**src/rtl/bp_pair_correlator_if.sv**
```systemverilog
// Snapshot handshake bundle between the pair correlator and its readout consumer.
interface bp_pair_correlator_if #(
  parameter int unsigned N_PAIR = 4,
  parameter int unsigned CNTW   = 17
);
  logic                   o_valid;
  logic                   i_ready;
  logic [N_PAIR*CNTW-1:0] o_countX;
  logic [N_PAIR*CNTW-1:0] o_countY;
  logic [N_PAIR*CNTW-1:0] o_countIsect;
  logic [N_PAIR*CNTW-1:0] o_countSymdiff;
  logic                   o_overrun;

  // Producer side: the correlator
  modport master (
    output o_valid, o_countX, o_countY, o_countIsect, o_countSymdiff, o_overrun,
    input  i_ready
  );

  // Consumer side: metric / readout logic
  modport slave (
    input  o_valid, o_countX, o_countY, o_countIsect, o_countSymdiff, o_overrun,
    output i_ready
  );
endinterface

```
**src/rtl/bp_pair_correlator.sv**
```systemverilog
// Pair correlator: samples probes at a programmable period, routes two probes per
// pair channel and counts X, Y, X&Y and X^Y over windows of 2^k samples.
module bp_pair_correlator #(
  parameter  int unsigned N_PROBE               = 8,
  parameter  int unsigned N_PAIR                = 4,
  parameter  int unsigned MAX_WINDOW_LENGTH_EXP = 16,
  parameter  int unsigned MAX_SAMPLE_PERIOD_EXP = 15,
  localparam int unsigned SELW                  = $clog2(N_PROBE),
  localparam int unsigned CNTW                  = MAX_WINDOW_LENGTH_EXP + 1,
  localparam int unsigned WEXPW                 = $clog2(MAX_WINDOW_LENGTH_EXP + 1)
) (
  input  logic                             i_clk,
  input  logic                             i_rst_n,
  input  logic                             i_cg,
  input  logic                             i_enable,
  input  logic                             i_oneShot,
  input  logic [WEXPW-1:0]                 i_windowLengthExp,
  input  logic [MAX_SAMPLE_PERIOD_EXP-1:0] i_samplePeriod,
  input  logic [N_PAIR*SELW-1:0]           i_pairSelX,
  input  logic [N_PAIR*SELW-1:0]           i_pairSelY,
  input  logic [N_PROBE-1:0]               i_probe,
  output logic                             o_busy,
  bp_pair_correlator_if.master             snap
);

  localparam int unsigned PERW = MAX_SAMPLE_PERIOD_EXP;
  localparam int unsigned PADW = 1 << SELW;

  typedef enum logic [1:0] {S_IDLE, S_RUN, S_DONE} state_t;

  state_t                        state_q, state_d;
  logic [N_PROBE-1:0]            sync1_q, sync2_q;
  logic [PADW-1:0]               probe_pad;
  logic [WEXPW-1:0]              k_q, k_clamp_c;
  logic [PERW-1:0]               period_q, div_q;
  logic [N_PAIR-1:0][SELW-1:0]   selx_q, sely_q;
  logic [CNTW-1:0]               cnt_q, win_len_c;
  logic [N_PAIR-1:0][CNTW-1:0]   acc_x_q, acc_y_q, acc_i_q, acc_s_q;
  logic [N_PAIR-1:0][CNTW-1:0]   snap_x_q, snap_y_q, snap_i_q, snap_s_q;
  logic [N_PAIR-1:0]             x_c, y_c;
  logic                          start_c, strobe_c, win_end_c;
  logic                          valid_q, overrun_q;

  // Out-of-range selects land on zero-padded probe bits
  assign probe_pad = PADW'(sync2_q);
  assign win_len_c = CNTW'(1) << k_q;

  // Window exponent clamp: 0 behaves as 1, above the maximum saturates
  always_comb begin
    k_clamp_c = i_windowLengthExp;
    if (i_windowLengthExp == '0) begin
      k_clamp_c = WEXPW'(1);
    end else if (i_windowLengthExp > WEXPW'(MAX_WINDOW_LENGTH_EXP)) begin
      k_clamp_c = WEXPW'(MAX_WINDOW_LENGTH_EXP);
    end
  end

  // Per-pair routing of the synchronised probes
  always_comb begin
    x_c = '0;
    y_c = '0;
    for (int p = 0; p < int'(N_PAIR); p++) begin
      x_c[p] = probe_pad[selx_q[p]];
      y_c[p] = probe_pad[sely_q[p]];
    end
  end

  // FSM state register
  always_ff @(posedge i_clk) begin
    if (!i_rst_n) state_q <= S_IDLE;
    else          state_q <= state_d;
  end

  // FSM next-state logic; frozen while the clock gate is low
  always_comb begin
    state_d = state_q;
    if (i_cg) begin
      case (state_q)
        S_IDLE: if (i_enable) state_d = S_RUN;
        S_RUN: begin
          if (win_end_c) begin
            if (i_oneShot || !i_enable) state_d = S_DONE;
          end else if (!i_enable) begin
            state_d = S_IDLE;
          end
        end
        S_DONE:  if (!valid_q || snap.i_ready) state_d = S_IDLE;
        default: state_d = S_IDLE;
      endcase
    end
  end

  // FSM output decode: run start, sample strobe and window end
  always_comb begin
    start_c   = 1'b0;
    strobe_c  = 1'b0;
    win_end_c = 1'b0;
    if (i_cg) begin
      start_c   = (state_q == S_IDLE) && i_enable;
      strobe_c  = (state_q == S_RUN) && (div_q == period_q);
      win_end_c = strobe_c && ((cnt_q + CNTW'(1)) == win_len_c);
    end
  end

  // Busy flag tracks the RUN state
  always_ff @(posedge i_clk) begin
    if (!i_rst_n) o_busy <= 1'b0;
    else          o_busy <= (state_d == S_RUN);
  end

  // Two-flop probe synchroniser
  always_ff @(posedge i_clk) begin
    if (!i_rst_n) begin
      sync1_q <= '0;
      sync2_q <= '0;
    end else if (i_cg) begin
      sync1_q <= i_probe;
      sync2_q <= sync1_q;
    end
  end

  // Config latch at run start and at every window boundary
  always_ff @(posedge i_clk) begin
    if (!i_rst_n) begin
      k_q      <= WEXPW'(1);
      period_q <= '0;
      selx_q   <= '0;
      sely_q   <= '0;
    end else if (start_c || win_end_c) begin
      k_q      <= k_clamp_c;
      period_q <= i_samplePeriod;
      selx_q   <= i_pairSelX;
      sely_q   <= i_pairSelY;
    end
  end

  // Sample divider and per-window sample counter
  always_ff @(posedge i_clk) begin
    if (!i_rst_n) begin
      div_q <= '0;
      cnt_q <= '0;
    end else begin
      if (start_c || strobe_c)             div_q <= '0;
      else if (i_cg && state_q == S_RUN)   div_q <= div_q + PERW'(1);
      if (start_c || win_end_c)            cnt_q <= '0;
      else if (strobe_c)                   cnt_q <= cnt_q + CNTW'(1);
    end
  end

  // Accumulators restart at run start and after each window end
  always_ff @(posedge i_clk) begin
    if (!i_rst_n || start_c || win_end_c) begin
      acc_x_q <= '0;
      acc_y_q <= '0;
      acc_i_q <= '0;
      acc_s_q <= '0;
    end else if (strobe_c) begin
      for (int p = 0; p < int'(N_PAIR); p++) begin
        acc_x_q[p] <= acc_x_q[p] + CNTW'(x_c[p]);
        acc_y_q[p] <= acc_y_q[p] + CNTW'(y_c[p]);
        acc_i_q[p] <= acc_i_q[p] + CNTW'(x_c[p] & y_c[p]);
        acc_s_q[p] <= acc_s_q[p] + CNTW'(x_c[p] ^ y_c[p]);
      end
    end
  end

  // Snapshot registers include the final sample of the window
  always_ff @(posedge i_clk) begin
    if (!i_rst_n) begin
      snap_x_q <= '0;
      snap_y_q <= '0;
      snap_i_q <= '0;
      snap_s_q <= '0;
    end else if (win_end_c) begin
      for (int p = 0; p < int'(N_PAIR); p++) begin
        snap_x_q[p] <= acc_x_q[p] + CNTW'(x_c[p]);
        snap_y_q[p] <= acc_y_q[p] + CNTW'(y_c[p]);
        snap_i_q[p] <= acc_i_q[p] + CNTW'(x_c[p] & y_c[p]);
        snap_s_q[p] <= acc_s_q[p] + CNTW'(x_c[p] ^ y_c[p]);
      end
    end
  end

  // Output handshake stays live regardless of the clock gate
  always_ff @(posedge i_clk) begin
    if (!i_rst_n) begin
      valid_q   <= 1'b0;
      overrun_q <= 1'b0;
    end else begin
      if (win_end_c)                   valid_q <= 1'b1;
      else if (valid_q && snap.i_ready) valid_q <= 1'b0;
      if (start_c)                                      overrun_q <= 1'b0;
      else if (win_end_c && valid_q && !snap.i_ready)   overrun_q <= 1'b1;
    end
  end

  assign snap.o_valid        = valid_q;
  assign snap.o_overrun      = overrun_q;
  assign snap.o_countX       = snap_x_q;
  assign snap.o_countY       = snap_y_q;
  assign snap.o_countIsect   = snap_i_q;
  assign snap.o_countSymdiff = snap_s_q;

endmodule

```
**src/flat_wrapper.sv**
```systemverilog
// flat-port wrapper written by rule: the top's interface ports become plain ports
module bp_pair_correlator_flat 
#(
  parameter  int unsigned N_PROBE               = 8,
  parameter  int unsigned N_PAIR                = 4,
  parameter  int unsigned MAX_WINDOW_LENGTH_EXP = 16,
  parameter  int unsigned MAX_SAMPLE_PERIOD_EXP = 15,
  localparam int unsigned SELW                  = $clog2(N_PROBE),
  localparam int unsigned CNTW                  = MAX_WINDOW_LENGTH_EXP + 1,
  localparam int unsigned WEXPW                 = $clog2(MAX_WINDOW_LENGTH_EXP + 1)
)
  (i_clk, i_rst_n, i_cg, i_enable, i_oneShot, i_windowLengthExp, i_samplePeriod, i_pairSelX, i_pairSelY, i_probe, o_busy, snap_o_valid, snap_o_countX, snap_o_countY, snap_o_countIsect, snap_o_countSymdiff, snap_o_overrun, snap_i_ready);
  bp_pair_correlator_if #(.N_PAIR(N_PAIR), .CNTW((17))) snap_i ();
  input  logic i_clk;
  input  logic i_rst_n;
  input  logic i_cg;
  input  logic i_enable;
  input  logic i_oneShot;
  input  logic [WEXPW-1:0] i_windowLengthExp;
  input  logic [MAX_SAMPLE_PERIOD_EXP-1:0] i_samplePeriod;
  input  logic [N_PAIR*SELW-1:0] i_pairSelX;
  input  logic [N_PAIR*SELW-1:0] i_pairSelY;
  input  logic [N_PROBE-1:0] i_probe;
  output logic o_busy;
  output wire logic [$bits(snap_i.o_valid)-1:0] snap_o_valid;
  output wire logic [$bits(snap_i.o_countX)-1:0] snap_o_countX;
  output wire logic [$bits(snap_i.o_countY)-1:0] snap_o_countY;
  output wire logic [$bits(snap_i.o_countIsect)-1:0] snap_o_countIsect;
  output wire logic [$bits(snap_i.o_countSymdiff)-1:0] snap_o_countSymdiff;
  output wire logic [$bits(snap_i.o_overrun)-1:0] snap_o_overrun;
  input wire logic [$bits(snap_i.i_ready)-1:0] snap_i_ready;
  assign snap_o_valid = snap_i.o_valid;
  assign snap_o_countX = snap_i.o_countX;
  assign snap_o_countY = snap_i.o_countY;
  assign snap_o_countIsect = snap_i.o_countIsect;
  assign snap_o_countSymdiff = snap_i.o_countSymdiff;
  assign snap_o_overrun = snap_i.o_overrun;
  assign snap_i.i_ready = snap_i_ready;
  bp_pair_correlator #(.N_PROBE(N_PROBE), .N_PAIR(N_PAIR), .MAX_WINDOW_LENGTH_EXP(MAX_WINDOW_LENGTH_EXP), .MAX_SAMPLE_PERIOD_EXP(MAX_SAMPLE_PERIOD_EXP)) u_core (.i_clk(i_clk), .i_rst_n(i_rst_n), .i_cg(i_cg), .i_enable(i_enable), .i_oneShot(i_oneShot), .i_windowLengthExp(i_windowLengthExp), .i_samplePeriod(i_samplePeriod), .i_pairSelX(i_pairSelX), .i_pairSelY(i_pairSelY), .i_probe(i_probe), .o_busy(o_busy), .snap(snap_i));
endmodule
```
**config.mk**
```make
export PLATFORM = sky130hd
export DESIGN_NAME = bp_pair_correlator_flat
export DESIGN_NICKNAME = d
export VERILOG_FILES = /design/src/rtl/bp_pair_correlator_if.sv /design/src/rtl/bp_pair_correlator.sv /design/src/flat_wrapper.sv
export SDC_FILE = /design/constraint.sdc
export NUM_CORES = 1
export LEC_CHECK = 0
export CAP_MARGIN = 20
export CELL_PAD_IN_SITES_DETAIL_PLACEMENT = 1
export CELL_PAD_IN_SITES_GLOBAL_PLACEMENT = 1
export CORE_AREA = 2 2 281 283
export CTS_CLUSTER_SIZE = 24
export DETAILED_ROUTE_END_ITERATION = 16
export DIE_AREA = 0 0 283 285
export PLACE_DENSITY = 0.86
export SETUP_SLACK_MARGIN = 0.1
export SYNTH_ARGS = -nofsm -noshare
export SYNTH_HDL_FRONTEND = slang
export SYNTH_SLANG_ARGS = --single-unit
```
**constraint.sdc**
```tcl
create_clock -name i_clk -period 4.55 [get_ports i_clk]
set_clock_uncertainty 0.2 [all_clocks]
set_input_delay 0.6825 -clock i_clk [delete_from_list [all_inputs] [get_ports i_clk]]
set_output_delay 0.6825 -clock i_clk [all_outputs]
set_load 0.1 [all_outputs]
```
Word-level counts from Yosys, hierarchy flattened
Cells that the tools add are included.

$add $sub $neg: 18. Order comparisons: 9. Eq/ne operators: 5. Shift operators: 1. Multiplexer cells: 30. Bitwise logic cells: 9. Reduce and logical (&&, ||, !) cells: 23.

Operators with widths (count): adder 17 x 1 -> 17 bit (8); adder 17 bit (8); less-than comparator 3 x 4 -> 1 bit (second input constant) (8); binary-select mux 1 bit (select 3 bit) (8); adder 17 x 1 -> 17 bit (second input constant) (1); equality test 17 bit (1); left shift 1 x 5 -> 17 bit (first input constant) (1); adder 15 x 1 -> 15 bit (second input constant) (1); equality test 15 bit (1); two-way mux 1 bit (13); two-way mux 2 bit (6); two-way mux 5 bit (2); logical AND 1 bit (7); logical OR 1 bit (6); case mux 2 bit (3 select lines) (1); OR reduction 2 bit (3); > comparator 5 bit (second input constant) (1); logical NOT 5 bit (1); AND 1 bit (4); equality test 2 x 1 -> 1 bit (second input constant) (2); logical NOT 1 bit (4); bitwise XOR 1 bit (4); equality test 2 bit (second input constant) (1); logical NOT 2 bit (1); other kinds (2) (2).

Register bits after elaboration: 641. Bits of input ports: 58.

Logic depth before layout (Yosys ltp)
Gate-level depths: netlist (run 1).

Word-level depth: 8. Gate-level depth with buffers: 14.

Worst setup path before layout (run 1)
No wires, ideal clock.

Kind: register to register. From: register u_core.sely_q[9] (netlist bit). To: register u_core.snap_s_q (netlist bit u_core.snap.o_countSymdiff[67]). Library setup time: 128 ps. Data arrival time: 3182 ps. Data required time: 4222 ps. Slack: 1040 ps. Cell stages (with the launch flop): 14. Buffers on the path: 0. Period minus slack after synthesis: 3510 ps. Cell sequence: dfxtp_1 mux4_2 mux2_2 ha_1 ha_1 ha_1 nand3_1 nor3_1 and4_1 and3_1 nand3_1 xnor2_1 nand4_1 o21ai_0.

Longest elaborated chain between the ends: 4.

RTL lines: from (decl) (RTL line bp_pair_correlator.sv:36) `logic [N_PAIR-1:0][SELW-1:0] selx_q, sely_q;`; from (signal assigned) (RTL line bp_pair_correlator.sv:133) `sely_q <= i_pairSelY;`; binary-select mux 1 bit (select 3 bit) (RTL line bp_pair_correlator.sv:64) `y_c[p] = probe_pad[sely_q[p]];`; two-way mux 1 bit (not written as such) (RTL line bp_pair_correlator.sv:64); bitwise XOR 1 bit (RTL line bp_pair_correlator.sv:179) `snap_s_q[p] <= acc_s_q[p] + CNTW'(x_c[p] ^ y_c[p]);`; adder 17 bit (RTL line bp_pair_correlator.sv:179); to (signal, indexed assignment) (RTL line bp_pair_correlator.sv:179); to (decl) (RTL line bp_pair_correlator.sv:39) `logic [N_PAIR-1:0][CNTW-1:0] snap_x_q, snap_y_q, snap_i_q, snap_s_q;`.

No other way between the ends. The select of a mux whose other input is x is not followed. A chain may end at the register's enable or synchronous reset.

Worst setup path in the final report (run 1)
From: register u_core.sync2_q[7], in the netlist u_core.probe_pad[7]. To: register u_core.snap_s_q (netlist bit u_core.snap.o_countSymdiff[50]).

Longest elaborated chain between the ends: 4. Elaborated cells between the ends (all ways): 6.

RTL lines: from (decl) (RTL line bp_pair_correlator.sv:32) `logic [N_PROBE-1:0] sync1_q, sync2_q;`; from (signal assigned) (RTL line bp_pair_correlator.sv:118) `sync2_q <= sync1_q;`; binary-select mux 1 bit (select 3 bit), on equally long branches (RTL line bp_pair_correlator.sv:63, bp_pair_correlator.sv:64); two-way mux 1 bit, on equally long branches (RTL line bp_pair_correlator.sv:63, bp_pair_correlator.sv:64); bitwise XOR 1 bit (*) (RTL line bp_pair_correlator.sv:179); adder 17 bit (*) (RTL line bp_pair_correlator.sv:179).

Mark *: on every way between the ends. The rest lies on a longest branch, timed or not. The select of a mux whose other input is x is not followed.

==> flow_metrics.env, run 1 <==
export IMPL_drt_wirelength_per_cell_um=19.0
export IMPL_power_density_mw_per_mm2=331
export IMPL_finalSetupTns_ns=0
export IMPL_layout_drive_gt1_share=0.0512
export IMPL_required_ns=4.89
export IMPL_final_common_cell="dfxtp_1"
export IMPL_placed_cell_area_mm2=0.0348
export IMPL_p_total_mw=12.4
export IMPL_avgSynthCellArea_um2=8.21
export IMPL_antenna_found_initial=7
export IMPL_dr_total_vias=27305
export IMPL_synthDistinctLibCells=57
export IMPL_whs_ns=0.254
export IMPL_grt_ovfl_total=0
export IMPL_syn_inst=3766
export IMPL_post_dp_hpwl_mm=63.4
export IMPL_worstPathCellList="mux4_2 > mux2_2 > ha_1 > ha_1 > ha_1 > nand3_1 > nor3_2 > and4_1 > and3_1 > nand3_1 > xnor2_1 > nand4_1 > o21ai_0"
export IMPL_io_pins=333
export IMPL_slowest_stage="mux4_2"
export IMPL_die_y_um=285
export IMPL_clock_path_buffers=3
export IMPL_grtUsageTotal=0.229
export IMPL_hold_viol=0
export IMPL_final_cell_mix="dfxtp_1 (641), nand2_1 (629), nor2_1 (378)"
export IMPL_drcViolationCount=0
export IMPL_cap_violations=0
export IMPL_fmax_mhz=241
export IMPL_die_area_mm2=0.0807
export IMPL_maxSlewHeadroom=0.0475
export IMPL_status="complete, no violations"
export IMPL_postLayoutCellArea_mm2=0.0374
export IMPL_rows=103
export IMPL_preCtsSetupSlack_ns=0.304
export IMPL_slew_viol_final=0
export IMPL_hold_buffers=0
export IMPL_root_buffer="clkbuf_16"
export IMPL_finalCriticalPeriod_ns=4.16
export IMPL_cts_buffers=73
export IMPL_grt_pass1_vias=28264
export IMPL_cp_num_buf_inv=0
export IMPL_cts_tree="done"
export IMPL_setup_worst_path_class="register to register"
export IMPL_syn_to_final_growth_pct=20.9
export IMPL_worst_slew_pin_slew_ns=1.43
export IMPL_swShare=0.225
export IMPL_place_congestion=0.836
export IMPL_ys_async_sr_fraction=0
export IMPL_yosysWarnings=0
export IMPL_clk_latency_ns=0.61
export IMPL_post_route_util=0.479
export IMPL_drtIter0Drc=1613
export IMPL_peakVddDrop_mv=0.239
export IMPL_fin_nets=4008
export IMPL_cp_end_kind="register"
export IMPL_ys_ff_latch=641
export IMPL_design_core_area_mm2=0.0780
export IMPL_clock_sinks=641
export IMPL_critPathMaxStageDelay_ns=0.53
export IMPL_crit_fanout=9
export IMPL_rsz0062_at_grt="false"
export IMPL_viasPerCell=5.44
export IMPL_fin_crit_sh=0.913
export IMPL_stdcell_count=5020
export IMPL_share_comb_of_total_power=0.037
export IMPL_worstSetupStartpointType="register"
export IMPL_cellLeakagePower_nw=13.1
export IMPL_port_buffers=332
export IMPL_cts_htree_levels=3
export IMPL_synth_area_mm2=0.0309
export IMPL_critPathArrivalTime_ns=4.50
export IMPL_start_util=0.396
export IMPL_p_switching_mw=2.78
export IMPL_cts_clk_slew_worst_paths_ns=0.06
export IMPL_p_clk_frac=0.504
export IMPL_seq_power_share=0.458
export IMPL_ant_nets=0
export IMPL_synth_main_ff_cell="dfxtp_1"
export IMPL_p_int_mw=9.60
export IMPL_ys_seq_area_frac=0.415
export IMPL_grt_pass1_wl_mm=152
export IMPL_wl_mm=95.2
export IMPL_first_pass_iters=5
export IMPL_worst_slack_ns=0.394
export IMPL_path_common_cell="ha_1"
export IMPL_dp_cells=4887
export IMPL_worstHoldPathType="register to register"
export IMPL_setup_viol=0
export IMPL_chipWidth_um=283
export IMPL_synth_fp_nets=3862
export IMPL_synth_enable_flop_cells=0
export IMPL_grt_max_degree=212
export IMPL_critPathTopFamily="simple AND/OR/NAND/NOR gates"
-- worst register-to-register path, stage by stage (launching register included) --
cell     delay, ns
dfxtp_1       0.43
mux4_2        0.53
mux2_2        0.36
ha_1          0.36
ha_1          0.24
ha_1          0.23
nand3_1       0.21
nor3_2        0.37
and4_1        0.31
and3_1        0.28
nand3_1       0.12
xnor2_1       0.19
nand4_1       0.12
o21ai_0       0.13
-- power groups by stage --
stage	registers, mW	clock network [mW]	logic [mW]
after CTS	5.68	6.37	0.464
after global routing	5.68	6.58	0.500
final	5.68	6.25	0.461
after global placement	5.80	0	0.452
after floorplan	5.79	0	0.294
after detailed placement	5.80	0	0.459
-- metal layers --
layer,up-vias,part of all wire,global-route usage
met4,4,0.035,0.0940
li1,13156,-,-
met3,192,0.045,0.0366
met1,13385,0.44,0.289
met2,568,0.48,0.388
met5,-,0.00024,0
-- what timing repair did --
| item | in CTS | in global routing |
|---|---|---|
| setup endpoints to repair | 0 | 3 |
| gates resized for setup | 0 | 3 |
| setup buffers | 0 | 0 |
-- worst paths after layout --
| kind | startpoint | slack [ns] | depth (start not counted) | endpoint |
|---|---|---|---|---|
| max | u_core.probe_pad[7] | 0.39 | 13 | u_core.snap.o_countSymdiff[50] |
| min | u_core.snap.o_countSymdiff[39] | 0.25 | 2 | u_core.snap.o_countSymdiff[39] |
| max reg2reg | u_core.probe_pad[7] | 0.39 | 13 | u_core.snap.o_countSymdiff[50] |
| min reg2reg | u_core.snap.o_countSymdiff[39] | 0.25 | 2 | u_core.snap.o_countSymdiff[39] |
-- synth_stat cells, types with 4 or more instances --
master	number	area (um^2)
dfxtp_1	641	12800
nand2_1	630	2360
nor2_1	379	1420
nand4_1	324	2030
xor2_1	321	2810
o21ai_0	258	1290
xnor2_1	208	1820
nand3_1	202	1010
clkbuf_1	200	751
and3_1	59	369
mux2i_1	54	541
a21oi_1	49	245
buf_2	46	230
o211ai_1	42	315
o21a_1	40	300
ha_1	38	475
nor3_1	38	190
buf_4	27	203
nor4_1	26	163
nor2b_1	21	131
and2_1	18	113
or3_1	17	106
mux4_2	16	360
and4_1	14	123
or2_2	13	81.3
buf_1	11	41.3
inv_1	10	37.5
mux2_2	8	90.1
buf_6	5	56.3
clkbuf_2	5	25.0
nand2b_1	4	25.0
nor3b_1	4	30.0
-- area by class of cell --
| type | instances | area, um^2 |
|---|---|---|
| Multi-Input combinational cell | 2821 | 16800 |
| Inverter | 10 | 37.5 |
| Tap cell | 1050 | 1310 |
| Timing Repair Buffer | 365 | 3830 |
| Sequential cell | 641 | 12800 |
| Fill cell | 9126 | 40600 |
| Clock buffer | 101 | 2150 |
| Antenna cell | 4 | 10.0 |
| Clock inverter | 28 | 393 |
-- kinds of logic (layout without fill, tap and decap cells) --
family	Yosys count	after routing	synth area share
muxes	78	78	0.0321
other	0	4	0
and+or+nand+nor	1764	1764	0.268
DFF	641	641	0.415
xor gates and xnor gates	529	529	0.150
AOI/OAI and AO/OA	412	412	0.0755
adders and majority gates	38	38	0.0154
buffers and inverters	304	504	0.0435
-- registers in the layout, indices dropped and copies added (netlist names), 2 cells and up --
name	flops
u_core.snap.o_countIsect	68
u_core.div_q	15
u_core.cnt_q	17
u_core.snap.o_countY	68
u_core.probe_pad	8
u_core.selx_q	12
u_core.sely_q	12
u_core.acc_x_q	68
u_core.state_q	2
u_core.period_q	15
u_core.acc_i_q	68
u_core.acc_s_q	68
u_core.acc_y_q	68
u_core.snap.o_countSymdiff	68
u_core.snap.o_countX	68
u_core.sync1_q	8
u_core.k_q	5
Power figures use the tool's default switching activity.
==> run 2: changes to the inputs <==
--- a/config.mk
+++ b/config.mk
@@ -14,6 +14,7 @@
 export DIE_AREA = 0 0 283 285
 export PLACE_DENSITY = 0.86
 export SETUP_SLACK_MARGIN = 0.1
+export SLEW_MARGIN = 20
 export SYNTH_ARGS = -nofsm -noshare
 export SYNTH_HDL_FRONTEND = slang
 export SYNTH_SLANG_ARGS = --single-unit
==> results of run 2 <==
Final layout, timing and power as in run 1 (identical DEF).
